==> config.mk <==
export PLATFORM = sky130hd
export DESIGN_NAME = bcd_display_decoder_flat
export DESIGN_NICKNAME = d
export VERILOG_FILES = /design/src/rtl/bcd_display_decoder_if.sv /design/src/rtl/bcd_display_decoder.sv /design/src/flat_wrapper.sv
export SDC_FILE = /design/constraint.sdc
export NUM_CORES = 1
export LEC_CHECK = 0
export CORE_ASPECT_RATIO = 1.5
export CORE_MARGIN = 2
export CORE_UTILIZATION = 30
export CTS_BUF_LIST = sky130_fd_sc_hd__clkbuf_4 sky130_fd_sc_hd__clkbuf_8
export CTS_CLUSTER_SIZE = 24
export DETAILED_ROUTE_END_ITERATION = 10
export SLEW_MARGIN = 20
export SYNTH_ARGS = -nofsm -noshare
export SYNTH_HDL_FRONTEND = slang
export SYNTH_SLANG_ARGS = --single-unit
==> constraint.sdc <==
create_clock -name clk -period 2.6 [get_ports clk]
set_input_delay 0.52 -clock clk [delete_from_list [all_inputs] [get_ports clk]]
set_output_delay 0.52 -clock clk [all_outputs]
set_load 0.01 [all_outputs]
==> src/rtl/bcd_display_decoder_if.sv <==
// Keypad-side entry signals and display-side drive signals of the BCD display decoder.
interface bcd_display_decoder_if;
    logic [3:0] digit_in;
    logic       digit_valid;
    logic       clear;
    logic [6:0] seg;
    logic [3:0] an;
    logic       full;
    logic       err;

    modport master (
        output digit_in, digit_valid, clear,
        input  seg, an, full, err
    );

    modport slave (
        input  digit_in, digit_valid, clear,
        output seg, an, full, err
    );
endinterface

==> src/rtl/bcd_display_decoder.sv <==
// Four-digit BCD entry register driving a multiplexed seven-segment display,
// with optional blanking of positions that have not been entered yet.
module bcd_display_decoder #(
    parameter int unsigned SCAN_DIV = 32'd4,
    parameter bit          BLANK_LZ = 1'b1
) (
    input  logic                 clk,
    input  logic                 rst,
    bcd_display_decoder_if.slave bus
);
    localparam logic [7:0] DIV_LAST = 8'(SCAN_DIV - 32'd1);

    logic [15:0] digits_r;
    logic [15:0] digits_next_s;
    logic [2:0]  cnt_r;
    logic [2:0]  cnt_next_s;
    logic        reject_s;
    logic [7:0]  div_r;
    logic [1:0]  idx_r;
    logic [3:0]  cur_digit_s;
    logic [6:0]  seg_next_s;
    logic [3:0]  an_next_s;
    logic [6:0]  seg_r;
    logic [3:0]  an_r;
    logic        full_r;
    logic        err_r;

    function automatic logic [6:0] bcd_to_seg(input logic [3:0] bcd);
        logic [6:0] pattern;
        case (bcd)
            4'd0:    pattern = 7'h3F;
            4'd1:    pattern = 7'h06;
            4'd2:    pattern = 7'h5B;
            4'd3:    pattern = 7'h4F;
            4'd4:    pattern = 7'h66;
            4'd5:    pattern = 7'h6D;
            4'd6:    pattern = 7'h7D;
            4'd7:    pattern = 7'h07;
            4'd8:    pattern = 7'h7F;
            4'd9:    pattern = 7'h6F;
            default: pattern = 7'h00;
        endcase
        return pattern;
    endfunction

    function automatic logic [3:0] one_hot(input logic [1:0] pos);
        logic [3:0] onehot;
        case (pos)
            2'd0:    onehot = 4'b0001;
            2'd1:    onehot = 4'b0010;
            2'd2:    onehot = 4'b0100;
            2'd3:    onehot = 4'b1000;
            default: onehot = 4'b0001;
        endcase
        return onehot;
    endfunction

    // Entry next-state: clear wins, then accept or reject of a strobed digit.
    always_comb begin
        digits_next_s = digits_r;
        cnt_next_s    = cnt_r;
        reject_s      = 1'b0;
        if (bus.clear) begin
            digits_next_s = 16'h0000;
            cnt_next_s    = 3'd0;
        end else if (bus.digit_valid) begin
            if ((bus.digit_in > 4'd9) || (cnt_r == 3'd4)) begin
                reject_s = 1'b1;
            end else begin
                digits_next_s = {digits_r[11:0], bus.digit_in};
                cnt_next_s    = cnt_r + 3'd1;
            end
        end else begin
            reject_s = 1'b0;
        end
    end

    // Display next-state for the position currently selected by the scan index.
    always_comb begin
        case (idx_r)
            2'd0:    cur_digit_s = digits_r[3:0];
            2'd1:    cur_digit_s = digits_r[7:4];
            2'd2:    cur_digit_s = digits_r[11:8];
            2'd3:    cur_digit_s = digits_r[15:12];
            default: cur_digit_s = 4'd0;
        endcase
        an_next_s = one_hot(idx_r);
        // Position 0 is never blanked so an empty entry still reads as "0".
        if (BLANK_LZ && (idx_r != 2'd0) && ({1'b0, idx_r} >= cnt_r)) begin
            seg_next_s = 7'h00;
        end else begin
            seg_next_s = bcd_to_seg(cur_digit_s);
        end
    end

    // Entry registers: held digits, count, full flag and reject pulse.
    always_ff @(posedge clk or posedge rst) begin
        if (rst) begin
            digits_r <= 16'h0000;
            cnt_r    <= 3'd0;
            full_r   <= 1'b0;
            err_r    <= 1'b0;
        end else begin
            digits_r <= digits_next_s;
            cnt_r    <= cnt_next_s;
            full_r   <= (cnt_next_s == 3'd4);
            err_r    <= reject_s;
        end
    end

    // Scan divider, scan index and registered segment/anode drive.
    always_ff @(posedge clk or posedge rst) begin
        if (rst) begin
            div_r <= 8'd0;
            idx_r <= 2'd0;
            seg_r <= 7'h3F;
            an_r  <= 4'b0001;
        end else begin
            seg_r <= seg_next_s;
            an_r  <= an_next_s;
            if (div_r == DIV_LAST) begin
                div_r <= 8'd0;
                idx_r <= idx_r + 2'd1;
            end else begin
                div_r <= div_r + 8'd1;
            end
        end
    end

    assign bus.seg  = seg_r;
    assign bus.an   = an_r;
    assign bus.full = full_r;
    assign bus.err  = err_r;
endmodule

==> src/flat_wrapper.sv <==
// flat-port wrapper written by rule: the top's interface ports become plain ports
module bcd_display_decoder_flat 
#(
    parameter int unsigned SCAN_DIV = 32'd4,
    parameter bit          BLANK_LZ = 1'b1
)
  (clk, rst, bus_digit_in, bus_digit_valid, bus_clear, bus_seg, bus_an, bus_full, bus_err);
  bcd_display_decoder_if bus_i ();
  input  logic clk;
  input  logic rst;
  input wire logic [$bits(bus_i.digit_in)-1:0] bus_digit_in;
  input wire logic [$bits(bus_i.digit_valid)-1:0] bus_digit_valid;
  input wire logic [$bits(bus_i.clear)-1:0] bus_clear;
  output wire logic [$bits(bus_i.seg)-1:0] bus_seg;
  output wire logic [$bits(bus_i.an)-1:0] bus_an;
  output wire logic [$bits(bus_i.full)-1:0] bus_full;
  output wire logic [$bits(bus_i.err)-1:0] bus_err;
  assign bus_i.digit_in = bus_digit_in;
  assign bus_i.digit_valid = bus_digit_valid;
  assign bus_i.clear = bus_clear;
  assign bus_seg = bus_i.seg;
  assign bus_an = bus_i.an;
  assign bus_full = bus_i.full;
  assign bus_err = bus_i.err;
  bcd_display_decoder #(.SCAN_DIV(SCAN_DIV), .BLANK_LZ(BLANK_LZ)) u_core (.clk(clk), .rst(rst), .bus(bus_i));
endmodule
==> results of run 1 <==
state kept, by name, indices dropped and copies added (netlist names):
register	flops
u_core.digits_r	16
u_core.div_r	8
u_core.bus.seg	7
u_core.bus.an	4
u_core.cnt_r	3
u_core.idx_r	2
u_core.bus.err	1
u_core.bus.full	1
per-stage QoR:
step | hold WS, ns | cells | util [%] | power (mW) | setup WS, ns
3_5_place_dp | 0.468 | 290 | 35.9 | 0.840 | 0.280
6_report | 0.481 | 298 | 37.4 | 1.27 | 0.274
3_3_place_gp | 0.465 | 290 | 35.9 | 0.839 | 0.376
2_1_floorplan | 0.447 | 194 | - | 0.780 | 0.438
4_1_cts | 0.485 | 298 | 37.4 | 1.29 | 0.270
5_1_grt | 0.511 | 298 | 37.4 | 1.34 | 0.124
power by group:
group	leakage (nW)	switching, mW	internal (mW)
combinational	0.464	0.0742	0.0617
clock	0.0517	0.222	0.225
sequential	0.554	0.00992	0.678
total	1.07	0.307	0.965
cell usage in the layout (no fill, tap or decap), types with 2 or more instances in the layout:
| master | synthesis | final |
|---|---|---|
| a22oi_1 | 2 | 2 |
| xnor2_1 | 8 | 8 |
| clkdlybuf4s50_1 | 0 | 20 |
| o32ai_1 | 4 | 4 |
| nor2_1 | 4 | 4 |
| xor2_1 | 2 | 2 |
| mux2_2 | 3 | 3 |
| a222oi_1 | 3 | 3 |
| buf_4 | 0 | 6 |
| ha_1 | 17 | 17 |
| dfstp_2 | 7 | 7 |
| clkbuf_8 | 0 | 6 |
| o21ai_0 | 2 | 2 |
| mux2i_1 | 2 | 2 |
| a21oi_1 | 22 | 22 |
| and3_1 | 2 | 2 |
| nand3_1 | 8 | 8 |
| nand2b_1 | 3 | 3 |
| inv_1 | 12 | 12 |
| nand2_1 | 38 | 38 |
| dfrtp_1 | 35 | 35 |
worst paths after layout:
check                                                   end  slack, ns
worst max-delay path            u_core.bus.seg[4]$_DFF_PP1_       0.27
worst min-delay path              u_core.div_r[7]$_DFF_PP0_       0.48
worst max register to register  u_core.bus.seg[4]$_DFF_PP1_       0.27
worst min register to register    u_core.div_r[7]$_DFF_PP0_       0.48
max in group asynchronous       u_core.bus.seg[0]$_DFF_PP1_       1.57
min in group asynchronous         u_core.div_r[6]$_DFF_PP0_       0.65
per-layer routing:
metal  up-vias  global-route usage, %  wire length (um)
li1        715                      -                 -
met2        27                   19.4              1960
met1       687                   13.9              1620
met5         -                      0                 0
met3         5                   2.80               117
met4         0                   5.39                63
kinds of logic after synthesis:
logic type | synth area share (%)
compound gates | 11.9
xor+xnor | 4.30
fa+ha+maj | 10.4
buf+inv | 3.81
flops | 52.0
mux | 2.64
simple gates | 14.9
Yosys cell counts (2+ instances only):
cell type  number
nand2_1        38
dfrtp_1        35
a21oi_1        22
ha_1           17
inv_1          12
nand3_1         8
xnor2_1         8
dfstp_2         7
nor2_1          4
o32ai_1         4
a222oi_1        3
clkbuf_1        3
mux2_2          3
nand2b_1        3
a22oi_1         2
and3_1          2
buf_2           2
mux2i_1         2
o21ai_0         2
xor2_1          2
cell type report:
class                           instances  area, um2  area share [%]
Sequential cell                        42       1060            43.4
Multi-Input combinational cell        134        901            36.9
Timing Repair Buffer                   26        245            10.0
Tap cell                               76       95.1            3.90
Clock buffer                            7       90.1            3.69
Inverter                               12       45.0            1.85
Clock inverter                          1       5.00           0.205
==> results.toml, run 1 <==
[status]
status = "finished clean"

[worst_setup_path]
required_ns = 2.82
slowest_delay_ns = 0.44
r2r_start = "u_core.idx_r[0]$_DFFE_PP0N_"
crit_path_start = "u_core.idx_r[0]$_DFFE_PP0N_"
cp_max_fo = 5
crit_top_cell = "ha_1"
crit_family = "compound AO/OA/AOI/OAI gates"
critPathSlowestCell = "or3b_2"
path_class = "register to register"
critPathLaunchType = "register"
path_depth = 7
rr_worst_depth = 7
cp_num_buf_inv = 1
crit_chain = "inv_1 -> ha_1 -> a222oi_1 -> mux2_2 -> ha_1 -> or3b_2 -> a31oi_1"
end_kind = "register"
cp.arrival_ns = 2.55

[clocking]
clock_sinks = 42
clockRootBuffer = "clkbuf_8"
clock_latency_ns = 0.29
hold_buffers = 0
cts_buffer_depth = 2
numCtsBuffers = 5
clk_pin_slew_worst_paths_ns = 0.08
cts_setup_buffers = 0
postCtsResizedCells = 0
cts_tree = "yes"
cts_max_level = 2

[sta]
clock_skew_ns = 0.00346
fin_crit_ns = 2.33
final-setup-viol-count = 0
fmax_ghz = 0.430
drv_slew = 0
worst_slew_pin_slew_ns = 0.639
tns_ns = 0
report.final.hold_viol_count = 0
rsz0062_at_grt = "false"
fin_crit_sh_pct = 89.5
slew_headroom_pct = 57.4

[finish]
area_delta_synth_final_pct = 19.8
diodes = 0
fin_area_um2 = 2440
fillers = 636
nNetsFinal = 246
drive_above_1_share_pct = 13.1

[logic_synthesis]
synthesis.area_um2 = 2040
synth_cell_type_count = 35
ys.flop_type = "dfrtp_1"
synth_area_leaders = "dfrtp_1 (43%), ha_1 (10%), dfstp_2 (9.0%), nand2_1 (7.0%), a21oi_1 (5.4%)"
yosysSeqAreaShare_pct = 52.0
synth_edf_count = 0
synthDominantCellAreaShare_pct = 43.0
syn_inst = 194
synth.ff_latch_count = 42
synth_fp_nets = 219
avgSynthCellArea_um2 = 10.5
ys_warn_count = 0
synthArstFlopShare_pct = 100
synth_area_leader_cell = "dfrtp_1"

[floorplanning]
num_rows = 36
start_util_pct = 31.2
dieArea_um2 = 7480
die_h_um = 105
io_pins = 21
die_w_um = 71.3
design.core.area_um2 = 6530

[placement]
portBuffers = 20
dp_hpwl_mm = 2.67
placed_area_um2 = 2350
gp_congestion = 0.803

[hold_path]
hold_depth = 1
min-delay-path-class = "register to register"
min-delay-start = "u_core.div_r[7]$_DFF_PP0_"

[global_routing]
gr-total-overflow = 0
grt_pass1_vias = 1523
grtUsageTotal_pct = 11.6
grt_max_degree = 43
antenna_found_initial = 0
grt_pass1_wl_mm = 7.05

[drt]
wire_per_inst_um = 12.6
drc_errors = 0
ant_nets = 0
firstDrtPassIters = 4
via_per_inst = 4.81
drtIter0Drc = 129
wl_mm = 3.76
routed-via-count = 1434

[pwr]
ir_worst_vdd_mv = 0.194
p_leak_nw = 1.07
p_per_area_nw_per_um2 = 521

[job]
maxCapViolCount = 0
Note: power is estimated with default switching activity, not from simulation.
==> inputs of run 2 (changes only) <==
--- a/config.mk
+++ b/config.mk
@@ -5,12 +5,13 @@
 export SDC_FILE = /design/constraint.sdc
 export NUM_CORES = 1
 export LEC_CHECK = 0
-export CORE_ASPECT_RATIO = 1.5
+export CORE_ASPECT_RATIO = 0.6
 export CORE_MARGIN = 2
-export CORE_UTILIZATION = 30
+export CORE_UTILIZATION = 50
 export CTS_BUF_LIST = sky130_fd_sc_hd__clkbuf_4 sky130_fd_sc_hd__clkbuf_8
 export CTS_CLUSTER_SIZE = 24
 export DETAILED_ROUTE_END_ITERATION = 10
+export PLACE_DENSITY = 0.72
 export SLEW_MARGIN = 20
 export SYNTH_ARGS = -nofsm -noshare
 export SYNTH_HDL_FRONTEND = slang
==> results.toml, run 2 (synthesis results as in run 1) <==
[finish]
multiInputGateArea_um2 = 901
diodes = 0
finalNonFillerCells = 266
fin_util_pct = 62.8
largest_reg_flops = 16
fillers = 309
layout.area.seq_um2 = 1060
area_delta_synth_final_pct = 16.7
final_common_cell = "nand2_1"
layout_common_cells = "nand2_1 (38), dfrtp_1 (35), a21oi_1 (22)"
fin_area_um2 = 2380
largest_register = "u_core.digits_r"
nNetsFinal = 244
drive_above_1_share_pct = 11.9

[pwr]
ir_worst_vdd_mv = 0.235
p_per_area_nw_per_um2 = 522
finalPower_mw = 1.24
p_leak_nw = 1.05

[sta]
fmax_ghz = 0.434
report.final.hold_viol_count = 0
clock_skew_ns = 0.00502
fin_crit_ns = 2.30
drv_slew = 0
final-setup-viol-count = 0
tns_ns = 0
rsz0062_at_grt = "false"
worst_slew_pin_slew_ns = 0.779
fin_crit_sh_pct = 88.6
slew_headroom_pct = 47.6

[global_routing]
grt_pass1_vias = 1470
gr-total-overflow = 0
grt_pass1_wl_mm = 7.01
grtUsageTotal_pct = 20.6
grt_max_degree = 43
antenna_found_initial = 0

[worst_setup_path]
crit_top_cell = "ha_1"
path_class = "register to register"
cp.arrival_ns = 2.52
cp_num_buf_inv = 1
critPathSlowestCell = "or3b_2"
crit_path_start = "u_core.idx_r[0]$_DFFE_PP0N_"
required_ns = 2.82
crit_family = "compound AO/OA/AOI/OAI gates"
cp_max_fo = 5
r2r_start = "u_core.idx_r[0]$_DFFE_PP0N_"
rrSetupSlack_ns = 0.30
path_depth = 7
worstSetupEndpoint = "u_core.bus.seg[4]$_DFF_PP1_"
reg2reg_to = "u_core.bus.seg[4]$_DFF_PP1_"
crit_chain = "inv_1 -> ha_1 -> a222oi_1 -> mux2_2 -> ha_1 -> or3b_2 -> a31oi_1"
critPathLaunchType = "register"
slowest_delay_ns = 0.44
rr_worst_depth = 7
end_kind = "register"

[clocking]
clock_latency_ns = 0.29
cts_max_level = 2
postCtsResizedCells = 0
numCtsBuffers = 5
clockRootBuffer = "clkbuf_8"
cts_tree = "yes"
cts_setup_buffers = 0
hold_buffers = 0
clock_sinks = 42
cts_buffer_depth = 2
clk_pin_slew_worst_paths_ns = 0.07

[placement]
place_inst = 259
dp_hpwl_mm = 2.93
gp_congestion = 0.836
placed_area_um2 = 2290
portBuffers = 20

[floorplanning]
design.core.area_um2 = 3790
start_util_pct = 53.8
num_rows = 17
io_pins = 21
dieArea_um2 = 4620
die_h_um = 53.5
die_w_um = 86.4

[drt]
wire_per_inst_um = 15.6
routed-via-count = 1504
via_per_inst = 5.65
drc_errors = 0
firstDrtPassIters = 4
ant_nets = 0
drtIter0Drc = 155
wl_mm = 4.15

[hold_path]
min-delay-path-class = "register to register"

[job]
maxCapViolCount = 0

[status]
status = "finished clean"
run 2: cell types whose count changed in the layout (fill, tap and decap cells not counted), sizes merged:
cell    previous run  this run
clkinv             1         0
buf                6         4
run 2: cell type report:
cell class / instances / area share [%]
inverter: 12 / 1.89
multi-input combinational: 134 / 37.9
timing repair buffer: 24 / 9.68
clock buffer: 7 / 3.52
tap: 47 / 2.47
sequential: 42 / 44.6
run 2: worst min path at each step:
stage	startpoint	endpoint	slack, ns	cells past startpoint
detailed placement	u_core.div_r[7]$_DFF_PP0_	u_core.div_r[7]$_DFF_PP0_	0.48	1
global placement	u_core.div_r[0]$_DFF_PP0_	u_core.div_r[0]$_DFF_PP0_	0.47	1
finish	u_core.div_r[0]$_DFF_PP0_	u_core.div_r[0]$_DFF_PP0_	0.49	1
CTS	u_core.div_r[7]$_DFF_PP0_	u_core.div_r[7]$_DFF_PP0_	0.50	1
floorplan	u_core.div_r[7]$_DFF_PP0_	u_core.div_r[7]$_DFF_PP0_	0.45	1
global route	u_core.div_r[0]$_DFF_PP0_	u_core.div_r[0]$_DFF_PP0_	0.53	1
run 2: through the flow:
stage | setup slack, ns | hold WS (ns)
final | 0.295 | 0.491
after global routing | 0.158 | 0.525
after CTS | 0.299 | 0.496
after detailed placement | 0.304 | 0.479
after global placement | 0.416 | 0.468
after floorplan | 0.438 | 0.447
run 2: where the power goes:
group	total (mW)	leakage, nW	internal [mW]	switching (mW)
registers	0.690	0.554	0.679	0.0110
clock network	0.411	0.0452	0.206	0.205
logic	0.140	0.454	0.0615	0.0786
total	1.24	1.05	0.946	0.294
run 2: metal layers:
layer / GRT usage, % / share of wire, %
met1: 28.1 / 47
met2: 31.7 / 46
met3: 4.21 / 4.9
met4: 9.64 / 2.0
met5: 0 / 0
==> inputs of run 3 (changes only) <==
--- a/config.mk
+++ b/config.mk
@@ -11,7 +11,7 @@
 export CTS_BUF_LIST = sky130_fd_sc_hd__clkbuf_4 sky130_fd_sc_hd__clkbuf_8
 export CTS_CLUSTER_SIZE = 24
 export DETAILED_ROUTE_END_ITERATION = 10
-export PLACE_DENSITY = 0.72
+export PLACE_DENSITY_LB_ADDON = 0.08
 export SLEW_MARGIN = 20
 export SYNTH_ARGS = -nofsm -noshare
 export SYNTH_HDL_FRONTEND = slang
==> results.toml, run 3 (synthesis results as in run 1) <==
[status]
status = "finished clean"

[finish]
largest_reg_flops = 16
layout_common_cells = "nand2_1 (38), dfrtp_1 (35), a21oi_1 (22)"
diodes = 0
nNetsFinal = 244
drive_above_1_share_pct = 12.3
area_delta_synth_final_pct = 19.6
fillers = 301
largest_register = "u_core.digits_r"
final_common_cell = "nand2_1"

[clocking]
clock_sinks = 42
hold_buffers = 0
numCtsBuffers = 5
cts_setup_buffers = 0
clock_latency_ns = 0.30
cts_buffer_depth = 2
clockRootBuffer = "clkbuf_8"
cts_max_level = 2
clk_pin_slew_worst_paths_ns = 0.08
postCtsResizedCells = 0
cts_tree = "yes"

[global_routing]
met3_usage_pct = 5.30
grtUsageTotal_pct = 20.2
gr-total-overflow = 0
grt_pass1_vias = 1401
grt_max_degree = 43
grt_util_met2_pct = 30.0
grt_pass1_wl_mm = 6.89
busiest_layer = "met2"
gr-usage-met1_pct = 28.4
antenna_found_initial = 0

[sta]
worst_slew_pin_slew_ns = 0.760
rsz0062_at_grt = "false"
slew_headroom_pct = 49.2
tns_ns = 0
fin_crit_ns = 2.32
drv_slew = 0
fmax_ghz = 0.431
fin_crit_sh_pct = 89.3
setup_slack_ns = 0.279
clock_skew_ns = 0.00602
report.final.hold_viol_count = 0
final-setup-viol-count = 0

[drt]
routed-via-count = 1453
firstDrtPassIters = 4
drc_errors = 0
ant_nets = 0
wire_per_inst_um = 15.3
drtIter0Drc = 73
via_per_inst = 5.44
wl_mm = 4.09

[worst_setup_path]
cp_num_buf_inv = 2
crit_family = "flip-flops"
slowest_delay_ns = 0.44
end_kind = "register"
cp_max_fo = 9
required_ns = 2.82
critPathLaunchType = "register"
crit_chain = "inv_1 -> ha_1 -> a222oi_1 -> mux2_2 -> inv_1 -> ha_1 -> or3b_2 -> a31oi_1"
path_class = "register to register"
cp.arrival_ns = 2.54
critPathSlowestCell = "dfrtp_1"

[job]
maxCapViolCount = 0

[pwr]
ir_worst_vdd_mv = 0.407
power.switching_uw = 320
swShare_pct = 21.8
p_per_area_nw_per_um2 = 603
p_int_mw = 1.15
p_leak_nw = 1.08
pwr-share-clk_pct = 43.7
power_frac_comb_pct = 9.3
pwr-share-seq_pct = 46.9

[placement]
portBuffers = 20
gp_congestion = 0.836
pre_cts_ws_ns = 0.313
dp_hpwl_mm = 2.84

[floorplanning]
design.core.area_um2 = 3790
dieArea_um2 = 4620
io_pins = 21
num_rows = 17
die_h_um = 53.5
die_w_um = 86.4
start_util_pct = 53.8

[hold_path]
min-delay-path-class = "register to register"
run 3: cell types whose count changed in the layout (fill, tap and decap cells not counted):
cell / before / now
bufinv_16: 0 / 2
clkbuf_8: 5 / 6
clkbuf_4: 2 / 0
run 3: area by class of cell:
cell class                 count  area [um2]  area share, %
timing repair buffer          24         230           9.45
inverter                      12        45.0           1.85
tap                           47        58.8           2.41
clock inverter                 2        60.1           2.46
clock buffer                   6        82.6           3.39
sequential                    42        1060           43.5
multi-input combinational    134         901           37.0
run 3: final timing paths:
check                                         endpoint                         from  slack [ns]  cells past startpoint
max in group asynchronous  u_core.bus.seg[4]$_DFF_PP1_                          rst        1.58                      3
min in group asynchronous   u_core.bus.an[1]$_DFF_PP0_                          rst        0.65                      3
max reg2reg                u_core.bus.seg[4]$_DFF_PP1_  u_core.idx_r[0]$_DFFE_PP0N_        0.28                      8
max                        u_core.bus.seg[4]$_DFF_PP1_  u_core.idx_r[0]$_DFFE_PP0N_        0.28                      8
min reg2reg                  u_core.div_r[0]$_DFF_PP0_    u_core.div_r[0]$_DFF_PP0_        0.48                      1
min                          u_core.div_r[0]$_DFF_PP0_    u_core.div_r[0]$_DFF_PP0_        0.48                      1
run 3: power by group through the flow:
stage               logic [mW]  registers, mW  clock network (mW)
floorplan               0.0739          0.706                   0
global placement         0.132          0.701                   0
detailed placement       0.137          0.702                   0
CTS                      0.138          0.690               0.649
global route             0.154          0.692               0.672
finish                   0.137          0.689               0.642
run 3: per-layer routing:
metal | part of all wire, % | up-vias
li1 | - | 709
met1 | 51 | 690
met2 | 43 | 47
met3 | 4.6 | 7
met4 | 1.2 | 0
met5 | 0 | -
run 3: through the flow:
stage          utilization (%)  instance area, um2  hold WS [ns]  std cells  total power [mW]
5_1_grt                   64.4                2440         0.497        267              1.52
3_5_place_dp              60.6                2290         0.472        259             0.839
2_1_floorplan                -                2040         0.447        194             0.780
4_1_cts                   64.4                2440         0.484        267              1.48
3_3_place_gp              60.6                2290         0.465        259             0.833
6_report                  64.4                2440         0.483        267              1.47
